<file path="config.mk">
export PLATFORM = sky130hd
export DESIGN_NAME = multicycle_ctrl
export DESIGN_NICKNAME = d
export VERILOG_FILES = /design/src/rtl/multicycle_ctrl.sv
export SDC_FILE = /design/constraint.sdc
export NUM_CORES = 1
export LEC_CHECK = 0
export BUFFER_PORTS_ARGS = -buffer_cell sky130_fd_sc_hd__clkbuf_2
export CORE_AREA = 2 2 39 41
export DETAILED_ROUTE_END_ITERATION = 6
export DIE_AREA = 0 0 41 43
export GPL_ROUTABILITY_DRIVEN = 1
export PLACE_DENSITY = 0.77
export SLEW_MARGIN = 0
export SYNTH_ARGS = -nofsm -noshare
export SYNTH_HDL_FRONTEND = slang
export SYNTH_SLANG_ARGS = --single-unit
</file>
<file path="constraint.sdc">
create_clock -name clk -period 1.25 [get_ports clk]
set_clock_uncertainty 0.05 [all_clocks]
set_input_delay 0.125 -clock clk [delete_from_list [all_inputs] [get_ports clk]]
set_output_delay 0.125 -clock clk [all_outputs]
set_load 0.01 [all_outputs]
</file>
<file path="src/rtl/multicycle_ctrl.sv">
// multicycle_ctrl: Moore FSM sequencing a multicycle ARM-style datapath
module multicycle_ctrl (
  input  logic       clk,
  input  logic       reset,
  input  logic [1:0] Op,
  input  logic [5:0] Funct,
  input  logic [3:0] Rd,
  input  logic       CondEx,
  input  logic       NoWrite,
  output logic       IRWrite,
  output logic       AdrSrc,
  output logic       ALUOp,
  output logic       Branch,
  output logic       RegWrite,
  output logic       MemWrite,
  output logic       PCWrite,
  output logic       InstrDone,
  output logic       Illegal,
  output logic [1:0] ALUSrcA,
  output logic [1:0] ALUSrcB,
  output logic [1:0] ResultSrc,
  output logic [3:0] State
);
  localparam logic [3:0] FETCH    = 4'd0;
  localparam logic [3:0] DECODE   = 4'd1;
  localparam logic [3:0] MEMADR   = 4'd2;
  localparam logic [3:0] MEMREAD  = 4'd3;
  localparam logic [3:0] MEMWB    = 4'd4;
  localparam logic [3:0] MEMWRITE = 4'd5;
  localparam logic [3:0] EXECUTER = 4'd6;
  localparam logic [3:0] EXECUTEI = 4'd7;
  localparam logic [3:0] ALUWB    = 4'd8;
  localparam logic [3:0] BRANCH   = 4'd9;

  logic [3:0] state_q, state_d;
  logic       next_pc, reg_w, mem_w;
  logic       unused_funct;

  assign unused_funct = ^Funct[4:1];

  // next-state selection; unused encodings fall back to FETCH
  always_comb begin
    state_d = FETCH;
    case (state_q)
      FETCH:              state_d = DECODE;
      DECODE:             state_d = Op == 2'b00 ? (Funct[5] ? EXECUTEI : EXECUTER) :
                                    Op == 2'b01 ? MEMADR :
                                    Op == 2'b10 ? BRANCH : FETCH;
      MEMADR:             state_d = Funct[0] ? MEMREAD : MEMWRITE;
      MEMREAD:            state_d = MEMWB;
      EXECUTER, EXECUTEI: state_d = ALUWB;
      default:            state_d = FETCH;
    endcase
  end

  // state register, forced to FETCH immediately while reset is low
  always_ff @(posedge clk or negedge reset) begin
    if (!reset) state_q <= FETCH;
    else        state_q <= state_d;
  end

  // per-state datapath controls, decoded from the state register only
  always_comb begin
    IRWrite   = 1'b0;
    AdrSrc    = 1'b0;
    ALUSrcA   = 2'b00;
    ALUSrcB   = 2'b00;
    ResultSrc = 2'b00;
    ALUOp     = 1'b0;
    Branch    = 1'b0;
    next_pc   = 1'b0;
    reg_w     = 1'b0;
    mem_w     = 1'b0;
    case (state_q)
      FETCH: begin
        IRWrite   = 1'b1;
        ALUSrcA   = 2'b01;
        ALUSrcB   = 2'b10;
        ResultSrc = 2'b10;
        next_pc   = 1'b1;
      end
      DECODE: begin
        ALUSrcA   = 2'b01;
        ALUSrcB   = 2'b10;
        ResultSrc = 2'b10;
      end
      MEMADR:   ALUSrcB = 2'b01;
      MEMREAD:  AdrSrc = 1'b1;
      MEMWB: begin
        ResultSrc = 2'b01;
        reg_w     = 1'b1;
      end
      MEMWRITE: begin
        AdrSrc = 1'b1;
        mem_w  = 1'b1;
      end
      EXECUTER: ALUOp = 1'b1;
      EXECUTEI: begin
        ALUSrcB = 2'b01;
        ALUOp   = 1'b1;
      end
      ALUWB:    reg_w = 1'b1;
      BRANCH: begin
        ALUSrcB   = 2'b01;
        ResultSrc = 2'b10;
        Branch    = 1'b1;
      end
      default: ;
    endcase
  end

  assign RegWrite  = reg_w & CondEx & ~NoWrite;
  assign MemWrite  = mem_w & CondEx;
  assign PCWrite   = next_pc | (CondEx & (Branch | (reg_w & (Rd == 4'hF))));
  assign InstrDone = (state_q == MEMWB) | (state_q == MEMWRITE) | (state_q == ALUWB) | (state_q == BRANCH);
  assign Illegal   = (state_q == DECODE) & (Op == 2'b11);
  assign State     = state_q;
endmodule

</file>
; ---- Word level (Yosys, flattened, before mapping)
; Cells that the tools add are included.
[word_totals]
register_bits = 4
latchBits = 0
ram_bits = 0
romBits = 0
input_bits = 16
output_inout_bits = 19
wordCells = 49
n_memories = 0
[op_classes]
addsub = 0
n_mul = 0
div_mod_pow = 0
magnitude_cmp = 0
eq_ne = 13
n_shift = 0
n_mux = 15
bitwise_logic = 12
n_reduce_logical = 8
[op_table]
columns = op, n
row1 = 4-bit one-hot mux with 5 select lines, 1
row2 = "4-bit by 3-bit == test with 1-bit output, second input constant", 4
row3 = "4-bit == test, second input constant", 3
row4 = 4-bit 2-to-1 mux, 3
row5 = "4-bit by 2-bit == test with 1-bit output, second input constant", 2
row6 = 1-bit 2-to-1 mux, 8
row7 = 2-bit one-hot mux with 2 select lines, 2
row8 = 2-bit OR reduction, 4
row9 = 1-bit AND, 6
row10 = 3-bit OR reduction, 2
row11 = 1-bit bitwise OR, 5
row12 = "2-bit == test, second input constant", 2
row13 = "4-bit by 1-bit == test with 1-bit output, second input constant", 1
row14 = 4-bit zero test, 1
row15 = 3-bit 2-to-1 mux, 1
row16 = "2-bit by 1-bit == test with 1-bit output, second input constant", 1
row17 = 2-bit zero test, 1
row18 = 1-bit inverter, 1

; ---- Depth between registers and ports, before layout
; Gate-level depths: netlist (run 1).
[logic_depth]
ltp_word = 7
mapped_depth = 4

; ---- Worst setup path before layout (run 1)
; Ideal clock, no wire load.
[synth_timing]
path_kind = reg2out
from = register state_q[1] (netlist: State[1])
to = output ResultSrc[0]
arrival_ps = 1211
t_required_ps = 1075
setup_slack_ps = -136
path_stages_with_launch = 4
n_path_buf = 2
cell_sequence = dfrtp_1 > buf_2 > buf_2 > nor4b_1
[synth_via]
elab_chain_len = 3
[synth_lines]
columns = item, line_no
row1 = start: declaration, 35  ; logic [3:0] state_q, state_d;
row2 = start signal: assignment, 59  ; else state_q <= state_d;
row3 = "4-bit == test, or another cell as far along", 74  ; case (state_q)
row4 = 3-bit OR reduction (no source line), n/a
row5 = 2-bit one-hot mux with 2 select lines *, 74
row6 = end: declaration, 21  ; output logic [1:0] ResultSrc,
; Mark *: on every way between the ends. The rest lies on a longest branch, timed or not.

; ---- Worst setup path after layout (run 1)
[layout_timing]
from = register state_q[2] (netlist: State[2])
to = output ALUSrcB[0]
[layout_via]
elab_chain_len = 3
[layout_lines]
columns = item, line_no
row1 = "4-bit == test, or another cell as far along", 74
row2 = 3-bit OR reduction (no source line) or 2-bit OR reduction (tied branches), n/a
row3 = 2-bit one-hot mux with 2 select lines *, 74
row4 = end: declaration, 20  ; output logic [1:0] ALUSrcB,
; Marked as above.

==> results.sh, run 1 <==
export IMPL_worst_slack_ns=-0.2367
export IMPL_regToRegStartpoint="State[1]"
export IMPL_clock_path_buffers=2
export IMPL_min_period_over_period=1.189
export IMPL_yosys_warnings=0
export IMPL_antenna_found_initial=0
export IMPL_synth_async_reset_ratio=1.000
export IMPL_syn_nets=72
export IMPL_ir_drop_mv=1.122
export IMPL_gr_total_overflow=0
export IMPL_p_per_area_nw_per_um2=2418
export IMPL_multi_input_area_um2=339.1
export IMPL_synth_area_leaders="dfrtp_1 25%, nor2_1 7.4%, buf_4 5.5%, o21ai_0 4.9%, nand2b_1 4.6%"
export IMPL_grt_max_degree=12
export IMPL_syn_area_um2=406.6
export IMPL_setup_viol=14
export IMPL_viasPerCell=4.848
export IMPL_synth_edf_count=0
export IMPL_startpoint="State[2]"
export IMPL_rsz0062_at_grt="true"
export IMPL_yosysMostFrequentCell="nor2_1"
export IMPL_area_growth_pct=89.54
export IMPL_firstDrtPassIters=2
export IMPL_postRouteAntennaNets=0
export IMPL_ys_seq_elements=4
export IMPL_die_w_um=41
export IMPL_diodes=0
export IMPL_numCtsBuffers=3
export IMPL_crit_path_max_fanout=6
export IMPL_slew_viol_final=0
export IMPL_regArea_um2=103.9
export IMPL_worstPathArrival_ns=1.31
export IMPL_drt_wirelength_per_cell_um=10.79
export IMPL_num_vias=543
export IMPL_nets=114
export IMPL_hold_class="primary input to flip-flop"
export IMPL_ios=35
export IMPL_endpoint_kind="primary output"
export IMPL_h_tree_depth=1
export IMPL_coreArea_um2=1384
export IMPL_synth_avg_cell_area_um2=7.261
export IMPL_whs_ns=0.1022
export IMPL_grt_pass1_wl_um=2021
export IMPL_power_leakage_nw=0.3903
export IMPL_clock_sinks=4
export IMPL_critPathKind="flip-flop to primary output"
export IMPL_rr_worst_depth=4
export IMPL_place_hpwl_um=925.8
export IMPL_critPathCapture="ALUSrcB[0]"
export IMPL_synth_cell_types=26
export IMPL_synthTopCellsByCount="8 x nor2_1, 4 x dfrtp_1, 4 x nand2_1, 4 x o21ai_0"
export IMPL_violations="setup timing"
export IMPL_ys_seq_area_frac=0.2462
export IMPL_wl_um=1209
export IMPL_synthCells=56
export IMPL_yosysTopAreaCell="dfrtp_1"
export IMPL_drive_above_1_share=0.6667
export IMPL_n_fill_cell=128
export IMPL_die_area_um2=1763
export IMPL_ys_flop_type="dfrtp_1"
export IMPL_dp_slack_ns=-0.1019
export IMPL_core_rowCount=14
export IMPL_run_status="finished, violations left"
export IMPL_start_kind="flip-flop"
export IMPL_maxCapViolCount=0
export IMPL_r2r_end="State[3]"
export IMPL_hold_viol=0
export IMPL_io_buffer_count=29
export IMPL_drc_errors=0
export IMPL_clk_pin_slew_ns=0.04
export IMPL_r2r_slack_ns=0.02
export IMPL_yosysTopAreaCellShare=0.2462
export IMPL_required_ns=1.08
export IMPL_grt_usage=0.1628
export IMPL_insertion_delay_ns=0.23
export IMPL_grt_pass1_vias=507
export IMPL_start_util=0.2939
export IMPL_cts_tree="built"
export IMPL_die_y_um=43
export IMPL_drtIter0Drc=1
export IMPL_final_min_clock_period_ns=1.487
export IMPL_root_buffer="clkbuf_4"
export IMPL_max_freq_mhz=672.6
export IMPL_largest_reg_flops=4
export IMPL_gp_congestion=0.7693
worst min-delay path by stage:
stage          startpoint        to  cells past startpoint
6_report         Funct[0]  State[2]                      4
5_1_grt          Funct[0]  State[2]                      4
4_1_cts          Funct[0]  State[2]                      4
3_5_place_dp        reset  State[2]                      1
3_3_place_gp        reset  State[1]                      1
2_1_floorplan       reset  State[0]                      0
final cells by class:
class	instances	share of cell area
Tap cell	16	0.02597
Multi-Input combinational cell	43	0.4399
Inverter	2	0.009740
Sequential cell	4	0.1347
Timing Repair Buffer	44	0.3604
Clock buffer	3	0.02922
power by group:
| group | internal [mW] | switching [mW] | total [mW] |
|---|---|---|---|
| Sequential | 0.191 | 0.0850 | 0.276 |
| Combinational | 0.711 | 0.717 | 1.43 |
| Clock | 0.107 | 0.0520 | 0.159 |
| Total | 1.01 | 0.854 | 1.86 |
per-layer routing:
layer | wire (um) | GRT usage | vias to the layer above
met2 | 643 | 0.2875 | 21
met3 | 102 | 0.03665 | 0
met5 | 0 | 0 | -
met4 | 0 | 0.04000 | 0
met1 | 463 | 0.1842 | 249
li1 | - | - | 273
cell families after synthesis:
family / after synthesis / share of synthesized area
AND/OR/NAND/NOR: 29 / 0.3939
XOR/XNOR: 2 / 0.04308
buffers and inverters: 9 / 0.1200
flip-flops: 4 / 0.2462
AO/OA/AOI/OAI: 11 / 0.1877
other: 1 / 0.009222
metrics by stage:
stage               total power [mW]  cells  cell area (um2)  setup TNS (ns)    util
finish                         1.864    112            770.7          -2.282  0.5570
global route                   2.031    112            770.7          -3.266  0.5570
CTS                            1.796    112            732.0          -2.544  0.5289
detailed placement             1.471    105            635.6         -0.3321  0.4593
global placement               1.441    105            635.6         -0.1714  0.4593
floorplan                     0.9928     56            432.9        -0.06121       -
cell usage in the layout (no fill, tap or decap), types with 2 or more instances in the layout:
cell type,instances
clkbuf_2,16
buf_2,12
buf_4,11
nor2_1,5
nand2_1,4
buf_6,4
dfrtp_2,3
nor2_2,3
clkbuf_4,3
nor3_2,2
inv_1,2
nand2b_1,2
o21ai_0,2
a21oi_1,2
nor3b_2,2
nor4b_4,2
o21ai_1,2
nand3b_1,2
critical path, cell delays in order (launching register included):
cell and delay, ns:
dfrtp_2 0.43, buf_6 0.14, and3b_1 0.17, o21ai_1 0.12, o21ai_1 0.08, clkbuf_2 0.13
repair_timing:
action | 4_1_cts | 5_1_grt
endpoints found under the setup margin | 18 | 16
setup buffers | 3 | 0
resized for setup | 14 | 22
hold buffers | 1 | 0
pin swaps | 6 | 0
endpoints found under the hold margin | 4 | 0
Note: power is estimated with default switching activity, not from simulation.
==> inputs of run 2 (changes only) <==
- ABC_AREA: unset -> 1
- BUFFER_PORTS_ARGS: -buffer_cell sky130_fd_sc_hd__clkbuf_2 -> -buffer_cell sky130_fd_sc_hd__buf_2
- PLACE_DENSITY: 0.77 -> 0.73
==> results.sh, run 2 <==
export IMPL_synth_avg_cell_area_um2=5.928
export IMPL_synth_xor_area_frac=0
export IMPL_synth_edf_count=0
export IMPL_yosysTopAreaCell="dfrtp_1"
export IMPL_start_util=0.2613
export IMPL_ys_seq_elements=4
export IMPL_largest_reg_flops=4
export IMPL_hold_class="primary input to flip-flop"
export IMPL_swShare=0.4621
export IMPL_diodes=0
export IMPL_start_kind="flip-flop"
export IMPL_path_cells="buf_6, buf_4, nand3_2, nand3_2, buf_6"
export IMPL_die_area_um2=1763
export IMPL_io_buffer_count=29
export IMPL_clk_pin_slew_ns=0.04
export IMPL_synth_top_family_by_area="simple AND/OR/NAND/NOR gates"
export IMPL_synth_fa_ha_area_frac=0
export IMPL_final_min_clock_period_ns=1.444
export IMPL_min_period_over_period=1.155
export IMPL_n_fill_cell=111
export IMPL_yosysTopAreaCellShare=0.2768
export IMPL_regToRegStartpoint="State[3]"
export IMPL_hold_viol=0
export IMPL_clock_path_buffers=2
export IMPL_rsz0062_at_grt="true"
export IMPL_crit_buf_inv=3
export IMPL_firstDrtPassIters=4
export IMPL_run_status="finished, violations left"
export IMPL_holdPathEnd="State[2]"
export IMPL_antenna_found_initial=0
export IMPL_min_path_cells=2
export IMPL_grt_max_degree=6
export IMPL_wl_um=1574
export IMPL_power_switching_mw=1.181
export IMPL_grt_pass1_wl_um=2070
export IMPL_total_power_mw=2.556
export IMPL_rr_worst_depth=6
export IMPL_gr_total_overflow=0
export IMPL_required_ns=1.08
export IMPL_num_vias=584
export IMPL_area_growth_pct=146.4
export IMPL_yosys_warnings=0
export IMPL_die_y_um=43
export IMPL_pwr_share_clk=0.064
export IMPL_worstPathArrival_ns=1.27
export IMPL_synth_mux_area_frac=0
export IMPL_cpLargestDelayFamily="flip-flops"
export IMPL_ios=35
export IMPL_r2r_end="State[2]"
export IMPL_r2r_slack_ns=0.01
export IMPL_synth_cell_types=16
export IMPL_grt_pass1_vias=491
export IMPL_synthCells=61
export IMPL_p_per_area_nw_per_um2=2870
export IMPL_viasPerCell=4.527
export IMPL_setup_viol=14
export IMPL_gp_congestion=0.7824
export IMPL_syn_nets=77
export IMPL_slew_viol_final=0
export IMPL_endpoint_kind="primary output"
export IMPL_root_buffer="clkbuf_4"
export IMPL_place_hpwl_um=849.5
export IMPL_synth_area_leaders="dfrtp_1 28%, nand2_1 18%, inv_1 13%, nand3_1 9.7%, nor2_1 6.2%"
export IMPL_crit_path_max_fanout=4
export IMPL_numCtsBuffers=3
export IMPL_clock_sinks=4
export IMPL_synth_async_reset_ratio=1.000
export IMPL_drtIter0Drc=19
export IMPL_h_tree_depth=1
export IMPL_ys_flop_type="dfrtp_1"
export IMPL_max_freq_mhz=692.6
export IMPL_drt_wirelength_per_cell_um=12.20
export IMPL_drc_errors=0
export IMPL_design_area_um2=890.9
export IMPL_yosysMostFrequentCell="nand2_1"
export IMPL_grt_usage=0.1722
export IMPL_drive_above_1_share=0.7876
export IMPL_coreArea_um2=1384
export IMPL_insertion_delay_ns=0.24
export IMPL_die_w_um=41
export IMPL_ir_drop_mv=1.317
export IMPL_core_rowCount=14
export IMPL_p_int_mw=1.375
export IMPL_worstHoldStart="Op[0]"
export IMPL_layout_common_cells="23 x buf_2, 13 x buf_6, 13 x buf_4, 7 x inv_2, 7 x nand2_1"
export IMPL_worst_slack_ns=-0.1939
export IMPL_postRouteAntennaNets=0
export IMPL_power_leakage_nw=0.4863
export IMPL_nets=131
export IMPL_final_core_util=0.6438
export IMPL_multi_input_area_um2=317.8
export IMPL_placed_cell_area_um2=549.3
export IMPL_regArea_um2=103.9
export IMPL_pwr_share_seq=0.113
export IMPL_final_common_cell="buf_2"
export IMPL_critPathKind="flip-flop to primary output"
export IMPL_synthTopCellsByCount="17 x nand2_1, 13 x inv_1, 7 x nand3_1, 6 x nor2_1, 4 x dfrtp_1"
export IMPL_slowest_stage="dfrtp_2"
export IMPL_p_comb_frac=0.823
export IMPL_syn_area_um2=361.6
export IMPL_cts_tree="built"
export IMPL_maxCapViolCount=0
export IMPL_violations="setup timing"
export IMPL_ys_seq_area_frac=0.2768
export IMPL_slowest_delay_ns=0.46
export IMPL_synth_compound_area_frac=0.1176
export IMPL_whs_ns=0.02067
export IMPL_synth_simple_area_share=0.4291
-- run 2: changes by cell type in the layout (fill, tap and decap cells not counted), sizes merged, moves of 3 or more --
cell    before  now
buf         27   49
clkbuf      19    3
inv          2   14
nand2        4   17
nand2b       3    0
nand3        0    7
-- run 2: cell type report --
cell class,instances,area share
clock buffer,3,0.02528
tap,16,0.02247
multi-input combinational,42,0.3567
sequential,4,0.1166
inverter,14,0.06461
timing repair buffer,50,0.4143
-- run 2: cell families (layout without fill, tap and decap cells) --
kind of cell,Yosys count,in the layout
DFF,4,4
and+or+nand+nor,34,34
other,1,1
buffers and inverters,15,67
AOI/OAI and AO/OA,7,7
-- run 2: power by group through the flow --
stage	combinational, mW	clock, mW	sequential (mW)
2_1_floorplan	0.536	0	0.290
3_3_place_gp	1.00	0	0.255
3_5_place_dp	1.01	0	0.259
4_1_cts	1.64	0.162	0.265
5_1_grt	2.23	0.180	0.296
6_report	2.10	0.164	0.289
-- run 2: layer usage --
metal	track usage	up-vias	wire [um]
met5	0	-	0
met4	0.09333	0	16
met3	0.05236	2	125
met2	0.2594	27	825
met1	0.2078	264	606
li1	-	291	-
-- run 2: how the worst max path moves through the flow --
stage	cells after the start	to	startpoint	slack (ns)
CTS	4	Illegal	State[2]	-0.16
global route	5	AdrSrc	State[3]	-0.25
global placement	6	PCWrite	State[0]	0.07
finish	5	ALUSrcB[0]	State[1]	-0.19
floorplan	5	ALUSrcB[0]	State[1]	0.05
detailed placement	6	PCWrite	State[0]	0.04
-- run 2: per-stage QoR --
step	std cells	setup TNS (ns)	worst slack (ns)
CTS	126	-1.562	-0.1648
detailed placement	109	0	0.03967
global route	129	-2.639	-0.2544
floorplan	61	0	0.05384
finish	129	-1.806	-0.1939
global placement	109	0	0.07216
-- run 2: repair_timing --
action / in CTS / in global routing
endpoints found under the hold margin: 4 / 0
setup endpoints to repair: 14 / 17
buffers inserted: 13 / 5
pin swaps: 12 / 11
gates resized for setup: 27 / 30
hold buffers: 1 / 0
gates cloned: 0 / 0
-- run 2: worst reg2reg max path: stages (launching register included) --
cell and delay, ns:
dfrtp_2 0.43, nor2_4 0.20, buf_6 0.14, buf_4 0.11
buf_6 0.09, o211ai_1 0.09, o21ai_2 0.06
==> inputs of run 3 (changes only) <==
- CELL_PAD_IN_SITES_DETAIL_PLACEMENT: unset -> 0
- CELL_PAD_IN_SITES_GLOBAL_PLACEMENT: unset -> 1
- CORE_AREA: 2 2 39 41 -> unset
- CORE_UTILIZATION: unset -> 20
- DIE_AREA: 0 0 41 43 -> unset
- PLACE_DENSITY: 0.73 -> 0.85
==> results.sh, run 3 (same netlist as run 2, synthesis figures left out) <==
export IMPL_grt_max_degree=7
export IMPL_maxCapViolCount=0
export IMPL_p_per_area_nw_per_um2=2769
export IMPL_start_util=0.2117
export IMPL_die_y_um=44.52
export IMPL_endpoint_kind="primary output"
export IMPL_postRouteAntennaNets=0
export IMPL_diodes=0
export IMPL_slew_viol_final=0
export IMPL_min_period_over_period=1.118
export IMPL_insertion_delay_ns=0.23
export IMPL_h_tree_depth=1
export IMPL_drtIter0Drc=17
export IMPL_cts_tree="built"
export IMPL_gp_congestion=0.8085
export IMPL_clk_pin_slew_ns=0.04
export IMPL_met1_usage=0.1238
export IMPL_gr_total_overflow=0
export IMPL_wl_um=1332
export IMPL_setup_viol=13
export IMPL_final_min_clock_period_ns=1.398
export IMPL_ir_drop_mv=1.480
export IMPL_core_rowCount=15
export IMPL_setup_tns_ns=-1.354
export IMPL_violations="setup timing"
export IMPL_num_vias=551
export IMPL_busiest_layer="met2"
export IMPL_critPathKind="flip-flop to primary output"
export IMPL_io_buffer_count=29
export IMPL_clock_path_buffers=2
export IMPL_numCtsBuffers=3
export IMPL_run_status="finished, violations left"
export IMPL_hold_viol=0
export IMPL_die_area_um2=1982
export IMPL_grt_pass1_vias=446
export IMPL_placed_cell_area_um2=553.0
export IMPL_area_growth_pct=121.5
export IMPL_worst_slack_ns=-0.1478
export IMPL_start_kind="flip-flop"
export IMPL_drc_errors=0
export IMPL_use_met2=0.1971
export IMPL_max_freq_mhz=715.4
export IMPL_ios=35
export IMPL_hold_class="primary input to flip-flop"
export IMPL_grtUsageMet3=0.03265
export IMPL_coreArea_um2=1708
export IMPL_root_buffer="clkbuf_4"
export IMPL_grt_usage=0.1177
export IMPL_dp_slack_ns=0.04950
export IMPL_die_w_um=44.52
export IMPL_largest_reg_flops=4
export IMPL_crit_path_max_fanout=4
export IMPL_rsz0062_at_grt="true"
export IMPL_grt_pass1_wl_um=1642
export IMPL_nets=124
export IMPL_final_common_cell="buf_2"
export IMPL_clock_sinks=4
export IMPL_required_ns=1.08
export IMPL_drive_above_1_share=0.7170
export IMPL_layout_common_cells="25 x buf_2, 12 x buf_4, 8 x nand2_1, 7 x inv_1"
export IMPL_power_leakage_nw=0.4406
export IMPL_antenna_found_initial=0
export IMPL_design_area_um2=800.8
export IMPL_worstPathArrival_ns=1.22
export IMPL_viasPerCell=4.206
export IMPL_drt_wirelength_per_cell_um=10.17
export IMPL_place_hpwl_um=819.6
export IMPL_firstDrtPassIters=4
[run 3: cell count changes in the layout (fill, tap and decap cells not counted), moves of 2 or more]
cell     change
buf_2        +2
buf_6        -9
inv_1        +2
nand2_4      -2
nor2_2       +2
o21ai_0      +2
[run 3: metrics by stage]
step                        util  instances  total power [mW]  hold WS [ns]
final                     0.4689        131             2.217       0.03478
after global routing      0.4689        131             2.361       0.03618
after CTS                 0.3875        126             1.644       0.03093
after detailed placement  0.3238        117             1.241       -0.1191
after global placement    0.3238        117             1.236       -0.1206
after floorplan                -         61            0.8254       -0.2206
[run 3: path summary, 6_finish.rpt]
kind,to,slack [ns],cells after the start,start
max,Illegal,-0.15,4,State[3]
min,State[2],0.03,2,Op[0]
max reg2reg,State[2],0.04,5,State[3]
min reg2reg,State[2],0.62,3,State[1]
max in group asynchronous,State[3],0.85,2,reset
min in group asynchronous,State[0],0.17,2,reset
[run 3: worst max-delay path: stages, from the launching register on]
cell     delay, ns
dfrtp_2       0.43
nor2_4        0.17
nand2_2       0.09
nor3_2        0.16
buf_2         0.14
[run 3: final cells by class]
| cell class | instances | area [um2] |
|---|---|---|
| sequential | 4 | 103.9 |
| timing repair buffer | 43 | 290.3 |
| clock buffer | 3 | 22.52 |
| fill | 171 | 907.1 |
| tap | 25 | 31.28 |
| multi-input combinational | 42 | 297.8 |
| inverter | 14 | 55.05 |
[run 3: routing by layer]
| layer | wire length (um) | vias to the layer above |
|---|---|---|
| met2 | 679 | 33 |
| met4 | 13 | 0 |
| met3 | 122 | 2 |
| met1 | 516 | 241 |
| met5 | 0 | - |
| li1 | - | 275 |
[run 3: power breakdown]
part	switching (mW)	total [mW]	internal, mW
Sequential	0.0790	0.270	0.191
Combinational	0.926	1.79	0.864
Clock	0.0505	0.158	0.107
Total	1.06	2.22	1.16
[run 3: what timing repair did]
item                                   4_1_cts  5_1_grt
setup endpoints to repair                   14       14
endpoints found under the hold margin        4        0
resized for setup                           14       24
hold buffers                                 1        0
pin swaps                                   11        9
setup buffers                                5        5
